===== src/rtl/nnlut_coef_loader.sv =====
// Writer side of the NN-LUT coefficient tables. A framed word stream
// (header, breakpoints, slopes, intercepts, checksum) is collected into
// shadow banks, validated, then copied to the active banks in one cycle.
module nnlut_coef_loader #(
  parameter int          x_WIDTH = 8,
  parameter int          k_WIDTH = 32,
  parameter int          b_WIDTH = 32,
  parameter int          bp_NUM  = 16,
  parameter logic [15:0] MAGIC   = 16'hC0EF
) (
  input  logic                        clk_p,
  input  logic                        rst_n,
  input  logic [31:0]                 in_data,
  input  logic                        in_valid_n,
  output logic                        in_ready,
  input  logic                        abort,
  input  logic                        commit_hold,
  output logic [bp_NUM*x_WIDTH-1:0]   bp_flat,
  output logic [bp_NUM*k_WIDTH-1:0]   k_flat,
  output logic [bp_NUM*b_WIDTH-1:0]   b_flat,
  output logic                        tbl_valid,
  output logic                        load_busy,
  output logic                        load_done,
  output logic                        load_err
);

  localparam int              CNT_W    = $clog2(bp_NUM);
  localparam logic [CNT_W-1:0] CNT_LAST = CNT_W'(bp_NUM - 1);
  localparam logic [7:0]      NUM8     = 8'(bp_NUM);

  localparam logic [2:0] S_IDLE   = 3'd0;
  localparam logic [2:0] S_BP     = 3'd1;
  localparam logic [2:0] S_K      = 3'd2;
  localparam logic [2:0] S_B      = 3'd3;
  localparam logic [2:0] S_CHK    = 3'd4;
  localparam logic [2:0] S_COMMIT = 3'd5;
  localparam logic [2:0] S_ERR    = 3'd6;

  logic [2:0]       state;
  logic [CNT_W-1:0] cnt;
  logic [31:0]      chk;
  logic             mono_bad;
  logic             accept;
  logic             cnt_last;
  logic             do_commit;
  logic             hdr_ok;
  logic signed [x_WIDTH-1:0] new_bp;

  logic signed [x_WIDTH-1:0] shadow_bp [bp_NUM];
  logic        [k_WIDTH-1:0] shadow_k  [bp_NUM];
  logic        [b_WIDTH-1:0] shadow_b  [bp_NUM];

  // Handshake and status decode; abort drops any word presented with it
  always_comb begin
    in_ready  = (state == S_IDLE) || (state == S_BP) || (state == S_K) ||
                (state == S_B)    || (state == S_CHK);
    accept    = !in_valid_n && in_ready && !abort;
    cnt_last  = (cnt == CNT_LAST);
    do_commit = (state == S_COMMIT) && !commit_hold;
    hdr_ok    = (in_data[31:16] == MAGIC) && (in_data[7:0] == NUM8);
    new_bp    = $signed(in_data[x_WIDTH-1:0]);
    load_busy = (state != S_IDLE);
    load_done = do_commit;
  end

  // Frame sequencing, running checksum, monotonicity and error flag
  always_ff @(posedge clk_p or negedge rst_n) begin
    if (!rst_n) begin
      state    <= S_IDLE;
      cnt      <= '0;
      chk      <= '0;
      mono_bad <= 1'b0;
      load_err <= 1'b0;
    end else if (abort && (state != S_COMMIT)) begin
      state    <= S_IDLE;
      cnt      <= '0;
      chk      <= '0;
      mono_bad <= 1'b0;
    end else begin
      case (state)
        S_IDLE: begin
          if (accept) begin
            if (hdr_ok) begin
              load_err <= 1'b0;
              chk      <= in_data;
              cnt      <= '0;
              mono_bad <= 1'b0;
              state    <= S_BP;
            end else begin
              load_err <= 1'b1;
            end
          end
        end
        S_BP, S_K, S_B: begin
          if (accept) begin
            chk <= chk ^ in_data;
            if ((state == S_BP) && (cnt != '0) && (new_bp <= shadow_bp[cnt - 1'b1]))
              mono_bad <= 1'b1;
            if (cnt_last) begin
              cnt   <= '0;
              state <= (state == S_BP) ? S_K : (state == S_K) ? S_B : S_CHK;
            end else begin
              cnt <= cnt + 1'b1;
            end
          end
        end
        S_CHK: begin
          if (accept) begin
            if ((in_data == chk) && !mono_bad) begin
              state <= S_COMMIT;
            end else begin
              load_err <= 1'b1;
              state    <= S_ERR;
            end
          end
        end
        S_COMMIT: begin
          if (!commit_hold) state <= S_IDLE;
        end
        S_ERR: begin
          load_err <= 1'b1;
          mono_bad <= 1'b0;
          state    <= S_IDLE;
        end
        default: state <= S_IDLE;
      endcase
    end
  end

  // Shadow banks: filled word by word, wiped when a frame is rejected
  always_ff @(posedge clk_p or negedge rst_n) begin
    if (!rst_n) begin
      for (int unsigned i = 0; i < bp_NUM; i++) begin
        shadow_bp[i] <= '0;
        shadow_k[i]  <= '0;
        shadow_b[i]  <= '0;
      end
    end else if (state == S_ERR) begin
      for (int unsigned i = 0; i < bp_NUM; i++) begin
        shadow_bp[i] <= '0;
        shadow_k[i]  <= '0;
        shadow_b[i]  <= '0;
      end
    end else if (accept) begin
      case (state)
        S_BP:    shadow_bp[cnt] <= new_bp;
        S_K:     shadow_k[cnt]  <= in_data[k_WIDTH-1:0];
        S_B:     shadow_b[cnt]  <= in_data[b_WIDTH-1:0];
        default: ;
      endcase
    end
  end

  // Active banks: whole-table copy in the single commit cycle
  always_ff @(posedge clk_p or negedge rst_n) begin
    if (!rst_n) begin
      bp_flat   <= '0;
      k_flat    <= '0;
      b_flat    <= '0;
      tbl_valid <= 1'b0;
    end else if (do_commit) begin
      for (int unsigned i = 0; i < bp_NUM; i++) begin
        bp_flat[i*x_WIDTH +: x_WIDTH] <= shadow_bp[i];
        k_flat[i*k_WIDTH +: k_WIDTH]  <= shadow_k[i];
        b_flat[i*b_WIDTH +: b_WIDTH]  <= shadow_b[i];
      end
      tbl_valid <= 1'b1;
    end
  end

endmodule

===== config.mk =====
export PLATFORM = sky130hd
export DESIGN_NAME = nnlut_coef_loader
export DESIGN_NICKNAME = d
export VERILOG_FILES = /design/src/rtl/nnlut_coef_loader.sv
export SDC_FILE = /design/constraint.sdc
export NUM_CORES = 2
export LEC_CHECK = 0
export BUFFER_PORTS_ARGS = -buffer_cell sky130_fd_sc_hd__clkbuf_2
export CORE_MARGIN = 4
export CORE_UTILIZATION = 31
export DETAILED_ROUTE_END_ITERATION = 10
export MAX_ROUTING_LAYER = met4
export PLACE_DENSITY = 0.48
export SYNTH_ARGS = -nofsm -noshare
export SYNTH_HDL_FRONTEND = slang
export SYNTH_SLANG_ARGS = --single-unit

===== constraint.sdc =====
create_clock -name clk_p -period 5.6 [get_ports clk_p]
set_clock_uncertainty 0.2 [all_clocks]
set_input_delay 1.12 -clock clk_p [delete_from_list [all_inputs] [get_ports clk_p]]
set_output_delay 1.12 -clock clk_p [all_outputs]
set_load 0.1 [all_outputs]

==> metrics.yaml <==
status: "completed"
regArea_um2: 58700
nFillCells: 28084
crit_required_ns: 6.18
holdWs_ns: 0.0952
path_cells: "inv_1, ha_1, buf_4, mux4_2, mux4_2, inv_1, ha_1, a2111oi_0, a221o_1, a31oi_1, o21ai_1"
clock_sinks: 2346
r2r_end: "mono_bad"
syn_nets: 7568
worstSetupPathType: "reg2reg"
htree_levels: 5
cts_buffers: 271
fin_nets: 8632
peakVddDrop_mv: 0.193
grt_start_max_net_pins: 179
cpPeakStageDelay_ns: 0.68
synth.cell_area_um2: 90300
period_minus_slack_ns: 4.21
num_io_pins: 1194
r2r_cells: 11
setup_slack_ns: 1.39
startpoint: "cnt[1]"
num_vias: 63518
holdBufCountCts: 0
setup_viol: 0
ys.flop_type: "dfrtp_1"
final_cell_mix: "dfrtp_1 (2345), nand2_1 (1710), clkbuf_2 (1183)"
start_kind: "register"
cts_tree: "yes"
tns_ns: 0
viasPerCell: 5.01
clk_pin_slew_ns: 0.06
fmax_ghz: 0.238
max_slew.worst_pin.slew_ns: 1.33
synth_area_per_cell_um2: 12.0
multi_input_area_um2: 29200
reg2reg_from: "cnt[1]"
drive_gt1_share_pct: 34.6
grt_pass1_wl_um: 500000
leakage_nw: 54.1
stdcell_area_um2: 110000
drv_cap: 0
drv_slew: 0
rsz0062_at_grt: "no"
ys_ff_latch: 2346
port_buffers: 1193
antenna_found_initial: 50
finalHoldViolCount: 0
ctsResizeCount: 0
clk_latency_ns: 0.86
final.period_utilization_pct: 75.1
crit_path_end_kind: "register"
fp.dieH_um: 548
wl_um: 356000
syn_inst: 7519
arrival_ns: 4.79
dp_slack_ns: 1.45
synth.largest_area_cell: "dfrtp_1"
die_w_um: 548
cpMaxStageDelayCell: "ha_1"
cp_max_fo: 14
final_util_pct: 38.0
ctsRootBufferMaster: "clkbuf_16"
antenna_left: 0
synth_seq_area_share_pct: 65.0
slew_headroom_pct: 11.4
rows: 197
wl_per_cell_um: 28.1
r2r_setup_slack_ns: 1.39
grt_usage_pct: 23.7
start_util_pct: 31.3
synthTopCellsByArea: "dfrtp_1 (65%), mux2_2 (14%), nand2_1 (7.2%)"
die_area_um2: 300000
synth-edff-count: 0
core-area_um2: 289000
dpl.hpwl_um: 234000
overflow: 0
placed_area_um2: 101000
powerDensity_nw_per_um2: 333
final_common_cell: "dfrtp_1"
ys_warn_count: 0
clockBufferDepth: 4
ys_async_sr_fraction_pct: 100
synth_cell_types: 58
drtIter0Drc: 6235
syn_to_final_growth_pct: 21.5
route.detailed.drc: 0
grt_pass1_vias: 63223
hold_class: "in2async"
cts_setup_buffers: 0
synth_top_area_share_pct: 65.0
gp_congestion: 0.854
first_pass_iters: 6
-- where the power goes --
group	switching (mW)	internal (mW)
Sequential	0.119	17.1
Combinational	1.04	0.258
Clock	7.24	10.7
Total	8.39	28.1
-- metal layers --
metal	vias to the layer above	track usage [%]	part of all wire [%]
met5	-	-	0
met4	0	8.92	4.1
met3	471	4.80	6.7
met2	2299	34.9	45
met1	33246	32.4	44
li1	27502	-	-
-- per-stage QoR --
stage                     power [mW]  instances
after floorplan                 17.9       7519
after global placement          18.9      12190
after detailed placement        18.9      12190
after CTS                       37.0      12650
after global routing            37.8      12659
final                           36.5      12675
-- cell usage after synthesis (all sizes together) (3+ instances only) --
| cell type | instances |
|---|---|
| inv | 47 |
| and3 | 6 |
| o21ai | 598 |
| nand2 | 1743 |
| a21o | 3 |
| nor2 | 21 |
| clkbuf | 355 |
| xor2 | 28 |
| o21a | 3 |
| a21oi | 671 |
| ha | 12 |
| mux2 | 1152 |
| mux4 | 40 |
| nor2b | 6 |
| nand4 | 5 |
| buf | 238 |
| nand3 | 121 |
| or2 | 3 |
| nor4 | 7 |
| and2 | 29 |
| dfrtp | 2346 |
| xnor2 | 6 |
| mux2i | 8 |
| o22ai | 32 |
| a31oi | 3 |
| nor3 | 5 |
| nand2b | 3 |
-- worst max path at each step --
stage          slack, ns             to  cells past startpoint
2_1_floorplan       1.43       mono_bad                     13
5_1_grt             1.19       mono_bad                     11
3_3_place_gp        1.21       mono_bad                     11
6_report            1.39       mono_bad                     11
4_1_cts             1.38      load_done                      4
3_5_place_dp        1.45  shadow_b[309]                      6
-- area by class of cell --
type / count / area share (%)
Clock inverter: 63 / 0.889
Sequential cell: 2346 / 53.5
Multi-Input combinational cell: 4533 / 26.6
Antenna cell: 25 / 0.0570
Timing Repair Buffer: 1384 / 7.13
Tap cell: 3880 / 4.42
Inverter: 47 / 0.161
Clock buffer: 397 / 7.24
-- state kept, by name, indices dropped and copies added, names as in the netlist --
| name | count |
|---|---|
| b_flat | 512 |
| k_flat | 512 |
| shadow_b | 512 |
| shadow_k | 512 |
| bp_flat | 128 |
| shadow_bp | 128 |
| chk | 32 |
| cnt | 4 |
| state | 3 |
| load_err | 1 |
| mono_bad | 1 |
| tbl_valid | 1 |
-- kinds of logic after synthesis --
logic type / share of synthesized area (%)
adders and majority gates: 0.166
DFF: 65.0
buffers and inverters: 2.96
xor gates and xnor gates: 0.330
AOI/OAI and AO/OA: 7.51
and+or+nand+nor: 8.56
muxes: 15.5
-- worst max-delay path, delay by kind of cell, from the launching register on --
family / cells / cell delay, ns
AOI/OAI and AO/OA: 4 / 1.16
adders and majority gates: 2 / 0.93
buffers and inverters: 3 / 0.55
muxes: 2 / 0.83
DFF: 1 / 0.43
Power figures use the tool's default switching activity.
